--- config.mk ---
export PLATFORM = sky130hd
export DESIGN_NAME = cal_multi_gen
export DESIGN_NICKNAME = d
export VERILOG_FILES = /design/src/rtl/cal_pkg.sv /design/src/rtl/cal_ch_gen.sv /design/src/rtl/cal_multi_gen.sv
export SDC_FILE = /design/constraint.sdc
export NUM_CORES = 1
export LEC_CHECK = 0
export CORE_AREA = 5 5 118 120
export CTS_CLUSTER_SIZE = 12
export DETAILED_ROUTE_END_ITERATION = 10
export DIE_AREA = 0 0 123 125
export GPL_ROUTABILITY_DRIVEN = 0
export PLACE_DENSITY = 0.69
export SYNTH_ARGS = -nofsm -noshare
export SYNTH_HDL_FRONTEND = slang
export SYNTH_SLANG_ARGS = --single-unit
--- constraint.sdc ---
create_clock -name clk_sys -period 6.5 [get_ports clk_sys]
set_clock_uncertainty 0.15 [all_clocks]
set_input_delay 1.3 -clock clk_sys [delete_from_list [all_inputs] [get_ports clk_sys]]
set_output_delay 1.3 -clock clk_sys [all_outputs]
set_load 0.005 [all_outputs]
--- src/rtl/cal_pkg.sv ---
// Shared types and helpers for the multi-channel calibration pulse generator.
package cal_pkg;

  // Run-control states of the generator.
  typedef enum logic [1:0] {
    IDLE,
    RUN,
    STOP,
    DONE
  } cal_state_e;

  // Half-period codes reset to this bit replicated over the code width,
  // i.e. the longest half-period (2^PARA_W cycles).
  localparam logic RST_CODE_BIT = 1'b1;

  // Channel-select width: clog2 of the channel count, never below one bit.
  function automatic int ch_w_calc(input int n);
    return (n <= 1) ? 1 : $clog2(n);
  endfunction

endpackage

--- src/rtl/cal_ch_gen.sv ---
// One calibration channel: square wave of H high / H low cycles per period,
// with burst counting and graceful stop at the end of the current period.
module cal_ch_gen
  import cal_pkg::*;
#(
  parameter int PARA_W  = 6,
  parameter int BURST_W = 8
) (
  input  logic               clk_sys,
  input  logic               rst,
  input  logic               start,
  input  logic               launch,
  input  logic               run,
  input  logic               stop_req,
  input  logic               mode,
  input  logic [BURST_W-1:0] burst_len,
  input  logic [PARA_W-1:0]  para,
  output logic               cal,
  output logic               finished
);

  logic [PARA_W-1:0]  active;
  logic [PARA_W:0]    half_cnt;
  logic [BURST_W-1:0] per_cnt;
  logic               fin;
  logic               half_end;
  logic               period_end;
  logic               last_period;

  // End-of-half / end-of-period decode; finished looks ahead so the FSM
  // leaves RUN/STOP on the same edge the last low half ends.
  // NOTE: every signal written here is assigned on every pass, so no latch is inferred.
  always_comb begin
    half_end    = (half_cnt == {1'b0, active});
    period_end  = run && !fin && half_end && !cal;
    last_period = stop_req || (!mode && ((per_cnt + BURST_W'(1)) == burst_len));
    finished    = fin || (period_end && last_period);
  end

  // Waveform state: counters, output flop and the finished flag.
  // NOTE: sequential state uses non-blocking assignments so every flop samples pre-edge values.
  always_ff @(posedge clk_sys) begin
    if (rst) begin
      active   <= {PARA_W{RST_CODE_BIT}};
      half_cnt <= '0;
      per_cnt  <= '0;
      cal      <= 1'b0;
      fin      <= 1'b0;
    end else if (start) begin
      active   <= para;
      half_cnt <= '0;
      per_cnt  <= '0;
      cal      <= launch;
      fin      <= 1'b0;
    end else if (run && !fin) begin
      if (!half_end) begin
        half_cnt <= half_cnt + 1'b1;
      end else begin
        half_cnt <= '0;
        if (cal) begin
          cal <= 1'b0;
        end else if (last_period) begin
          fin <= 1'b1;
        end else begin
          cal <= 1'b1;
          if (!mode) per_cnt <= per_cnt + 1'b1;
        end
      end
    end
  end

endmodule

--- src/rtl/cal_multi_gen.sv ---
// Multi-channel calibration pulse generator: shadow half-period registers,
// run-control FSM with registered busy/done, one cal_ch_gen per channel.
module cal_multi_gen
  import cal_pkg::*;
#(
  parameter int CH_NUM  = 4,
  parameter int PARA_W  = 6,
  parameter int BURST_W = 8,
  parameter int CH_W    = ch_w_calc(CH_NUM)
) (
  input  logic               clk_sys,
  input  logic               rst,
  input  logic               cal_load,
  input  logic [CH_W-1:0]    cal_ch,
  input  logic [PARA_W-1:0]  cal_para,
  input  logic               cal_mode,
  input  logic [BURST_W-1:0] burst_len,
  input  logic               cal_start,
  input  logic               cal_stop,
  output logic [CH_NUM-1:0]  cal,
  output logic               busy,
  output logic               done
);

  cal_state_e         state;
  logic [PARA_W-1:0]  shadow [CH_NUM];
  logic               mode_q;
  logic [BURST_W-1:0] burst_q;
  logic [CH_NUM-1:0]  fin_vec;
  logic               all_fin;
  logic               accept;
  logic               launch;
  logic               ch_run;
  logic               stop_req;

  // Start acceptance and per-channel run/stop qualifiers; stop beats a
  // simultaneous start, and a stop strobe in RUN already ends the current period.
  always_comb begin
    all_fin  = &fin_vec;
    accept   = (state == IDLE) && cal_start && !cal_stop;
    launch   = accept && (cal_mode || (burst_len != '0));
    ch_run   = (state == RUN) || (state == STOP);
    stop_req = (state == STOP) || ((state == RUN) && cal_stop);
  end

  // Shadow half-period registers; out-of-range channel selects match nothing.
  // NOTE: this small register array is reset explicitly because its reset value is observable.
  always_ff @(posedge clk_sys) begin
    if (rst) begin
      for (int i = 0; i < CH_NUM; i++) shadow[i] <= {PARA_W{RST_CODE_BIT}};
    end else if (cal_load) begin
      for (int i = 0; i < CH_NUM; i++) begin
        if (cal_ch == CH_W'(i)) shadow[i] <= cal_para;
      end
    end
  end

  // Run-control FSM with registered busy and single-cycle done.
  always_ff @(posedge clk_sys) begin
    if (rst) begin
      state   <= IDLE;
      busy    <= 1'b0;
      done    <= 1'b0;
      mode_q  <= 1'b0;
      burst_q <= '0;
    end else begin
      done <= 1'b0;
      case (state)
        IDLE: begin
          if (accept) begin
            mode_q  <= cal_mode;
            burst_q <= burst_len;
            if (launch) begin
              state <= RUN;
              busy  <= 1'b1;
            end else begin
              state <= DONE;
              done  <= 1'b1;
            end
          end
        end
        RUN: begin
          if (all_fin) begin
            state <= DONE;
            busy  <= 1'b0;
            done  <= 1'b1;
          end else if (cal_stop) begin
            state <= STOP;
          end
        end
        STOP: begin
          if (all_fin) begin
            state <= DONE;
            busy  <= 1'b0;
            done  <= 1'b1;
          end
        end
        DONE:    state <= IDLE;
        default: state <= IDLE;
      endcase
    end
  end

  for (genvar c = 0; c < CH_NUM; c++) begin : g_ch
    cal_ch_gen #(
      .PARA_W  (PARA_W),
      .BURST_W (BURST_W)
    ) u_ch (
      .clk_sys   (clk_sys),
      .rst       (rst),
      .start     (accept),
      .launch    (launch),
      .run       (ch_run),
      .stop_req  (stop_req),
      .mode      (mode_q),
      .burst_len (burst_q),
      .para      (shadow[c]),
      .cal       (cal[c]),
      .finished  (fin_vec[c])
    );
  end

endmodule

# Word-level counts from Yosys, hierarchy flattened
# Memory sizes are Yosys's and may differ from the RTL's. A register that Yosys moved wholly into a read port is not among the register bits.
# Index checks and enable logic that the tools add are counted.
[op_classes]
bitwise_logic = 13
eq_ne = 19
n_reduce_logical = 75
mux = 60
n_addsub = 8
[ops]
columns = ["cell", "count"]
rows = [
  ["2-to-1 mux 1 bit", 44],
  ["adder 8 x 1 -> 8 bit, second input constant", 4],
  ["== test 8 bit", 4],
  ["adder 7 x 1 -> 7 bit, second input constant", 4],
  ["== test 7 x 6 -> 1 bit", 4],
  ["2-to-1 mux 7 bit", 4],
  ["logical AND 1 bit", 24],
  ["2-to-1 mux 6 bit", 4],
  ["AND reduction 4 bit", 6],
  ["AND reduction 5 bit", 4],
  ["nonzero test 2 bit", 9],
  ["logical OR 1 bit", 11],
  ["logical NOT 1 bit", 10],
  ["2-to-1 mux 2 bit", 5],
  ["AND reduction 2 bit", 5],
  ["NOT 1 bit", 9],
  ["== test 2 bit, second input constant", 4],
  ["case mux 2 bit (4 select lines)", 1],
  ["nonzero test 8 bit", 1],
  ["== test 2 x 1 -> 1 bit, second input constant", 2],
  ["logical NOT 2 bit", 2],
  ["!= test 2 x 1 -> 1 bit, second input constant", 2],
  ["!= test 2 bit, second input constant", 2],
  ["bitwise OR 1 bit", 4],
  ["4 further kinds", 6],
]
[word_totals]
word_cells = 197
ram_bits = 24
memories = 1
inputBits = 22
out_inout_bits = 6
regBits = 81
[memory_table]
columns = ["memory", "words", "word_bits", "rd", "rd_ports_with_merged_regs", "wr", "line", "rtl"]
rows = [
  ["shadow", 4, 6, 4, 4, 4, "cal_multi_gen.sv:26", "logic [PARA_W-1:0] shadow [CH_NUM];"],
]

# Depth between registers and ports, before layout
# Gate-level depths: netlist of the first run.
[logic_depth]
ltp_word = 10
mapped_depth = 12
depth_no_buf = 11

# Hierarchy
# A second synthesis of the first run with hierarchy kept.
[hier_totals]
cells_unflattened = 734
hier_area_um2 = 6919.1
[by_module_without_submodules]
columns = ["mod", "instances", "area_each_um2", "seq_area_each_um2", "cells_per_inst"]
rows = [
  ["cal_ch_gen at g_ch[0].u_ch ...", 3, 1285.0, 460.4, 146],
  ["cal_multi_gen", 1, 1659.1, 980.9, 142],
  ["cal_ch_gen at g_ch[3].u_ch", 1, 1405.1, 460.4, 154],
]

# Least setup slack after synthesis of the first run
# No wires, ideal clock.
[synth_timing]
kind = "reg2reg"
start = "register state[0]"
end = "register g_ch[3].u_ch.per_cnt[7]"
slack_ns = 3.652
n_path_buf = 1
t_arrival_ns = 2.571
stages_incl_launch_ff = 12
path_cell_list = "dfxtp_1 > inv_1 > ha_1 > inv_1 > nor2_1 > nand4_1 > or3_1 > clkbuf_1 > nor4_2 > nor2b_1 > xnor2_1 > nor2_1"
[synth_via]
elab_chain_cells = 6
[synth_lines]
columns = ["item", "line", "rtl"]
rows = [
  ["start, declared", "cal_multi_gen.sv:25", "cal_state_e state;"],
  ["start signal, assigned", "cal_multi_gen.sv:61", "state <= IDLE;"],
  ["start signal, assigned", "cal_multi_gen.sv:74", "state <= RUN;"],
  ["start signal, assigned", "cal_multi_gen.sv:77", "state <= DONE;"],
  ["== test 2 x 1 -> 1 bit", "cal_multi_gen.sv:42, cal_multi_gen.sv:43", ""],
  ["logical AND 1 bit", "cal_multi_gen.sv:43", "stop_req = (state == STOP) || ((state == RUN) && cal_stop);"],
  ["logical OR 1 bit", "cal_multi_gen.sv:43", ""],
  ["logical OR 1 bit", "cal_ch_gen.sv:36", "last_period = stop_req || (!mode && ((per_cnt + BURST_W'(1)) == burst_len));"],
  ["NOT 1 bit (no source line)", "n/a", ""],
  ["AND reduction 5 bit (no source line)", "n/a", ""],
  ["end signal, assigned", "cal_ch_gen.sv:66", "if (!mode) per_cnt <= per_cnt + 1'b1;"],
  ["end, declared", "cal_ch_gen.sv:24", "logic [BURST_W-1:0] per_cnt;"],
]
# Parallel ways exist; a longest one is shown, timed or not.
# A chain may end at the register's enable or synchronous reset.

# Worst setup path after layout of the first run
[layout_timing]
start = "register state[1]"
end = "register g_ch[0].u_ch.per_cnt[4]"
[layout_via]
elab_chain_cells = 6
[layout_lines]
columns = ["item", "line"]
rows = [
  ["== test 2 x 1 -> 1 bit", "cal_multi_gen.sv:42, cal_multi_gen.sv:43"],
  ["logical AND 1 bit", "cal_multi_gen.sv:43"],
  ["logical OR 1 bit", "cal_multi_gen.sv:43"],
  ["logical OR 1 bit", "cal_ch_gen.sv:36"],
  ["NOT 1 bit (no source line)", "n/a"],
  ["AND reduction 5 bit (no source line)", "n/a"],
  ["end signal, assigned", "cal_ch_gen.sv:66"],
  ["end, declared", "cal_ch_gen.sv:24"],
]
# Parallel ways exist; a longest one is shown, timed or not.

==> impl_metrics.py, run 1 <==
metrics = {
    "clock_network": {
        "clk_latency_ns": 0.42,
        "post_cts_hold_buffer_count": 0,
        "tritoncts_clock_tree": "built",
        "cts_htree_levels": 4,
        "postCtsSetupBuffers": 0,
        "clk_pin_slew_ns": 0.06,
        "cts_resized": 0,
        "worst_case_clock_buffer_depth": 2,
        "tritoncts.num_buffers": 17,
        "tritoncts_num_sinks": 129,
        "clk_root_buf": "clkbuf_16",
    },
    "worst_hold_path": {
        "hold_start": "shadow[1][3]",
        "hold_path.class": "reg -> reg",
        "hold_end": "g_ch[1].u_ch.active[3]",
        "hold_depth": 2,
    },
    "critical_path": {
        "cp_data_required_time_ns": 6.64,
        "cp_top_family": "simple AND/OR/NAND/NOR gates",
        "timing.rr.start": "state[1]",
        "critical_path.reg2reg.endpoint": "g_ch[0].u_ch.per_cnt[4]",
        "worst_path_cell_trace": "inv_1 > ha_1 > nor2b_1 > nand4_1 > or3_1 > or2_2 > nor3_2 > nand4_1 > xor2_1 > nor2_1",
        "crit_top_cell": "nand4_1",
        "critPathArrivalTime_ns": 3.55,
        "r2r_setup_slack_ns": 3.10,
        "endpoint_kind_of_the_worst_setup_timing_path": "register",
        "library_cell_contributing_the_largest_single_delay_on_the_critical_path": "nor2b_1",
        "worstSetupStartpointType": "register",
        "worst-setup-path-type": "reg -> reg",
        "crit_path_max_fanout": 8,
        "crit_path_max_incr_delay_ns": 0.50,
        "r2r_cells": 10,
        "critPathBufInv": 1,
    },
    "synth": {
        "ys_ff_latch": 129,
        "yosysSeqAreaShare_pct": 42.3,
        "synth.yosys.warnings": 0,
        "post_synth.cell_area_avg_sq_um": 8.98,
        "postSynth.topFlopCell": "dfxtp_1",
        "synthCells": 743,
        "synthesized_area_fraction_occupied_by_ao_oa_aoi_and_oai_cells_pct": 8.53,
        "synthesis.area_sq_um": 6680,
        "synth_xor_xnor_area_share_pct": 14.5,
        "synth.lib_cells_used.distinct": 68,
        "dominant_combinational_cell_family_by_area_after_synthesis": "simple AND/OR/NAND/NOR gates",
        "synth-simple-area-share_pct": 26.0,
        "synth_fp_nets": 777,
        "synth-adder-area-share_pct": 2.70,
        "post_synth_mux_area_share_pct": 1.35,
        "synth_edf_count": 24,
        "async_reset_ff_share_pct": 0,
    },
    "final_layout": {
        "area_used_by_multi_input_combinational_logic_sq_um": 3540,
        "fin_util_pct": 58.3,
        "num_antenna_cells": 0,
        "synthesis_to_layout_area_growth_pct": 12.4,
        "commonest_non_fill_non_tap_cell_in_the_layout": "nand2_1",
        "drive_above_1_share_pct": 8.92,
        "sequential_cell_area_sq_um": 2820,
        "most-common-layout-cells": "nand2_1 (113), dfxtp_1 (105), nor2_1 (70)",
        "fill_cells": 1133,
        "design.final.nets": 783,
    },
    "sta": {
        "final.min_clock_period_ns": 3.40,
        "timing.max_slew.rel_slack_pct": 43.7,
        "final.setup.tns_ns": 0,
        "hold_viol_final": 0,
        "rsz0062_at_grt": "false",
        "final_max_slew_viol_count": 0,
        "worstMarginPinSlew_ns": 0.838,
        "final.period_utilization_pct": 52.4,
        "timing.fmax_ghz": 0.294,
        "final_setup_fails": 0,
    },
    "drt": {
        "drtIter0Drc": 285,
        "vias": 4959,
        "drt_pass1_iterations": 4,
        "wl_per_cell_um": 14.5,
        "drt.antenna.violating_nets": 0,
        "detail_route.vias_per_cell": 5.29,
        "drc_errors": 0,
        "wirelength_um": 13600,
    },
    "die": {
        "die_h_um": 125,
        "rows": 42,
        "boundaryPins": 28,
        "initial_core_util_pct": 51.8,
        "area_of_the_core_sq_um": 12900,
        "die_area_sq_um": 15400,
        "fp.dieW_um": 123,
    },
    "place": {
        "buffer_ports.inserted": 27,
        "post_dp_hpwl_um": 9830,
    },
    "power": {
        "ir_drop_mv": 0.194,
        "power.total_mw": 2.20,
        "power.leakage_nw": 2.71,
        "power.density_nw_per_um2": 294,
    },
    "outcome": {
        "status": "completed",
    },
    "global_routing": {
        "grt_first_pass_wirelength_um": 23400,
        "grt_antenna_before_repair": 0,
        "maximum_number_of_pins_on_one_net_before_global_route_repair": 47,
        "total_congestion_overflow": 0,
        "first_global_vias": 4968,
        "globalRouteTotalUtil_pct": 19.0,
    },
    "job": {
        "maxCapViolCount": 0,
    },
}
-- worst max path at each step --
stage               cells past startpoint  startpoint                      end  slack [ns]
detailed placement                      7    cal_stop  g_ch[3].u_ch.per_cnt[7]        2.94
global placement                        7    cal_stop  g_ch[3].u_ch.per_cnt[7]        2.99
finish                                 10    state[1]  g_ch[0].u_ch.per_cnt[4]        3.10
CTS                                    10    state[0]  g_ch[0].u_ch.per_cnt[4]        3.07
global route                           11    state[0]                     done        2.77
floorplan                              11    state[0]  g_ch[3].u_ch.per_cnt[7]        3.65
-- power by group --
part / leakage, nW / internal (mW) / switching, mW
combinational: 1.34 / 0.166 / 0.206
sequential: 1.09 / 0.881 / 0.0648
clock: 0.281 / 0.548 / 0.336
total: 2.71 / 1.60 / 0.606
-- stage by stage --
| stage | cell area [sq um] | setup WS [ns] | hold WS, ns | instances |
|---|---|---|---|---|
| 2_1_floorplan | 6680 | 3.65 | 0.283 | 743 |
| 4_1_cts | 7500 | 3.07 | 0.307 | 938 |
| 3_5_place_dp | 6940 | 2.94 | 0.295 | 906 |
| 5_1_grt | 7500 | 2.77 | 0.321 | 938 |
| 6_report | 7500 | 3.10 | 0.306 | 938 |
| 3_3_place_gp | 6940 | 2.99 | 0.293 | 906 |
-- flip-flops by register name, summed over array words and instances, names as in the netlist --
name and flops:
burst_q 8, busy 1, done 1, g_ch.u_ch.active 24, g_ch.u_ch.cal 4, g_ch.u_ch.fin 4
g_ch.u_ch.half_cnt 28, g_ch.u_ch.per_cnt 32, mode_q 1, shadow 24, state 2
-- tightest hold or removal path, cell delays in order (launching register included) --
cell      delay (ns)
edfxtp_1        0.32
nand2_1         0.05
nand3b_1        0.07
-- cell type report --
cell class	instances	area share, %
multi-input cells	555	47.3
flip-flops and latches	129	37.6
clock buffers	20	6.22
repair buffers	31	4.00
well taps	176	2.94
clock inverters	12	1.20
inverters	15	0.751
-- synthesized netlist by cell type (2+ instances only) --
cell type,count,area (sq um)
inv_1,15,56.3
a21o_2,3,26.3
nor3_1,7,35.0
maj3_1,3,30.0
and3_1,3,18.8
dfxtp_1,105,2100
mux2i_1,9,90.1
or2_2,8,50.1
xnor2_1,65,569
a21oi_1,32,160
and2_2,2,15.0
o211ai_1,3,22.5
a31o_2,6,52.6
nor2b_1,5,31.3
buf_4,5,37.5
o2bb2ai_1,2,17.5
nand2_1,113,424
buf_2,10,50.1
and4_1,7,61.3
nand3_1,17,85.1
nand4_1,18,113
or3_1,14,87.6
a2bb2oi_1,2,17.5
nor4_1,5,31.3
nand3b_1,27,203
edfxtp_1,24,721
ha_1,12,150
nor2_1,70,263
clkbuf_8,2,27.5
and2_1,7,43.8
a32oi_1,2,17.5
xor2_1,43,377
buf_6,2,22.5
a2111oi_2,2,30.0
clkbuf_1,22,82.6
a211oi_1,4,30.0
o21ai_0,12,60.1
nand2b_1,25,156
-- cell families after synthesis --
kind of cell	count (synthesis)
muxes	9
adders and majority gates	15
DFF	129
xor gates and xnor gates	109
AOI/OAI and AO/OA	82
buffers and inverters	59
and+or+nand+nor	340
-- routing by layer --
layer	global-route usage, %	wire (um)	vias up
met5	0	0	-
met4	8.08	320	0
met3	4.83	635	23
met2	32.3	6930	80
met1	22.7	5740	2325
li1	-	-	2531
Power figures use the tool's default switching activity.
==> run 2: changes to the inputs <==
==> constraint.sdc (replaced) <==
create_clock -name clk_sys -period 3.2 [get_ports clk_sys]
set_clock_uncertainty 0.15 [all_clocks]
set_input_delay 0.64 -clock clk_sys [delete_from_list [all_inputs] [get_ports clk_sys]]
set_output_delay 0.64 -clock clk_sys [all_outputs]
set_load 0.005 [all_outputs]
==> run 2 against run 1 <==
Against the previous run: power is 120% higher; via count is 1.9% higher; global-route usage is 0.44 points lower; worst hold slack better by 0.0017 ns; die area stayed put; register-to-register slack worse by 2.9 ns; combinational power is 120% higher; sequential share of layout area is 1.2 points lower; non-clock buffer count is 17 higher; critical path depth is 1 higher; sequential power is 100% higher; final area is 3.2% higher.
==> impl_metrics.py, run 2 (same netlist as run 1, synthesis figures left out) <==
metrics = {
    "sta": {
        "fin_hold_ws_ns": 0.308,
        "hold_viol_final": 0,
        "final.setup.tns_ns": 0,
        "timing.max_slew.rel_slack_pct": 58.4,
        "rsz0062_at_grt": "false",
        "final_max_slew_viol_count": 0,
        "timing.fmax_ghz": 0.336,
        "final.period_utilization_pct": 93.1,
        "final.min_clock_period_ns": 2.98,
        "worstMarginPinSlew_ns": 0.619,
        "final_setup_fails": 0,
    },
    "power": {
        "p_sw_share_pct": 26.8,
        "power.internal_mw": 3.52,
        "total_switching_power_mw": 1.29,
        "power.clock.fraction_pct": 42.9,
        "power.density_nw_per_um2": 621,
        "proportion_of_power_drawn_by_combinational_gates_pct": 17.3,
        "ir_drop_mv": 0.384,
        "power.leakage_nw": 2.84,
        "power.total_mw": 4.80,
        "share_seq_of_total_power_pct": 39.8,
    },
    "final_layout": {
        "largestRegisters": "g_ch.u_ch.per_cnt (32), g_ch.u_ch.half_cnt (28)",
        "num_antenna_cells": 0,
        "drive_above_1_share_pct": 11.2,
        "design.final.nets": 800,
        "largest_reg_flops": 32,
        "fill_cells": 1092,
        "fin_util_pct": 60.1,
        "most-common-layout-cells": "nand2_1 (113), dfxtp_1 (105), nor2_1 (70)",
        "commonest_non_fill_non_tap_cell_in_the_layout": "nand2_1",
        "synthesis_to_layout_area_growth_pct": 15.9,
        "largest_register": "g_ch.u_ch.per_cnt",
    },
    "clock_network": {
        "worst_case_clock_buffer_depth": 2,
        "tritoncts.num_buffers": 17,
        "tritoncts_num_sinks": 129,
        "cts_htree_levels": 4,
        "post_cts_hold_buffer_count": 0,
        "clk_root_buf": "clkbuf_16",
        "clk_latency_ns": 0.42,
        "clk_pin_slew_ns": 0.06,
        "tritoncts_clock_tree": "built",
    },
    "die": {
        "die_area_sq_um": 15400,
        "die_h_um": 125,
        "rows": 42,
        "initial_core_util_pct": 51.8,
        "boundaryPins": 28,
        "fp.dieW_um": 123,
        "area_of_the_core_sq_um": 12900,
    },
    "global_routing": {
        "grt_first_pass_wirelength_um": 23000,
        "maximum_number_of_pins_on_one_net_before_global_route_repair": 45,
        "total_congestion_overflow": 0,
        "globalRouteTotalUtil_pct": 18.6,
        "first_global_vias": 4966,
        "grt_antenna_before_repair": 0,
    },
    "critical_path": {
        "crit_path_max_fanout": 7,
        "critPathArrivalTime_ns": 3.11,
        "worstSetupStartpointType": "register",
        "endpoint_kind_of_the_worst_setup_timing_path": "register",
        "r2r_cells": 11,
        "cp_data_required_time_ns": 3.34,
        "worst-setup-path-type": "reg -> reg",
    },
    "outcome": {
        "status": "completed",
    },
    "drt": {
        "vias": 5054,
        "detail_route.vias_per_cell": 5.29,
        "drtIter0Drc": 369,
        "wl_per_cell_um": 14.2,
        "drc_errors": 0,
        "drt.antenna.violating_nets": 0,
        "wirelength_um": 13600,
        "drt_pass1_iterations": 4,
    },
    "worst_hold_path": {
        "hold_path.class": "reg -> reg",
        "hold_depth": 2,
    },
    "place": {
        "post_dp_hpwl_um": 10000,
        "buffer_ports.inserted": 27,
    },
    "job": {
        "maxCapViolCount": 0,
    },
}
run 2: power by group through the flow:
stage | registers (mW) | clock network (mW) | logic (mW)
floorplan | 1.90 | 0 | 0.635
global placement | 1.94 | 0 | 0.792
detailed placement | 1.95 | 0 | 0.820
CTS | 1.91 | 2.10 | 0.826
global route | 1.93 | 2.16 | 0.926
finish | 1.91 | 2.06 | 0.831
run 2: layout make-up:
class	count	area, sq um	area share, %
Clock buffer	21	492	6.36
Clock inverter	11	151	1.96
Inverter	15	56.3	0.728
Multi-Input combinational cell	555	3570	46.1
Sequential cell	129	2820	36.5
Tap cell	176	220	2.85
Timing Repair Buffer	48	428	5.53
run 2: timing repair:
action / CTS / global route
endpoints found under the setup margin: 0 / 16
gates resized for setup: 0 / 5
buffers inserted: 0 / 3
run 2: final timing paths:
check	start	endpoint	slack (ns)
max	state[1]	state[0]	0.22
min reg2reg	shadow[3][0]	g_ch[3].u_ch.active[0]	0.31
max reg2reg	state[1]	state[0]	0.22
min	shadow[3][0]	g_ch[3].u_ch.active[0]	0.31
run 2: critical path, cell delays in order, from the launching register on:
cell and delay (ns):
dfxtp_1 0.40, inv_1 0.11, ha_1 0.41, nor2b_1 0.27
nand4_1 0.11, or3_1 0.36, or2_2 0.33, inv_1 0.06
a21o_2 0.13, nand4_1 0.11, a211oi_1 0.29, a221oi_2 0.10
run 2: per-stage QoR:
| step | area (sq um) | setup slack (ns) | cells |
|---|---|---|---|
| global placement | 7050 | 0.259 | 920 |
| CTS | 7690 | 0.110 | 952 |
| floorplan | 6680 | 0.352 | 743 |
| detailed placement | 7050 | 0.129 | 920 |
| finish | 7740 | 0.222 | 955 |
| global route | 7740 | 0.00584 | 955 |
run 2: per-layer routing:
| layer | vias to the layer above | track usage [%] | share of wire [%] | wire (um) |
|---|---|---|---|---|
| met2 | 84 | 30.6 | 49 | 6720 |
| met5 | - | 0 | 0 | 0 |
| met1 | 2372 | 22.5 | 44 | 5990 |
| met3 | 22 | 4.92 | 4.3 | 581 |
| li1 | 2576 | - | - | - |
| met4 | 0 | 8.66 | 2.4 | 322 |
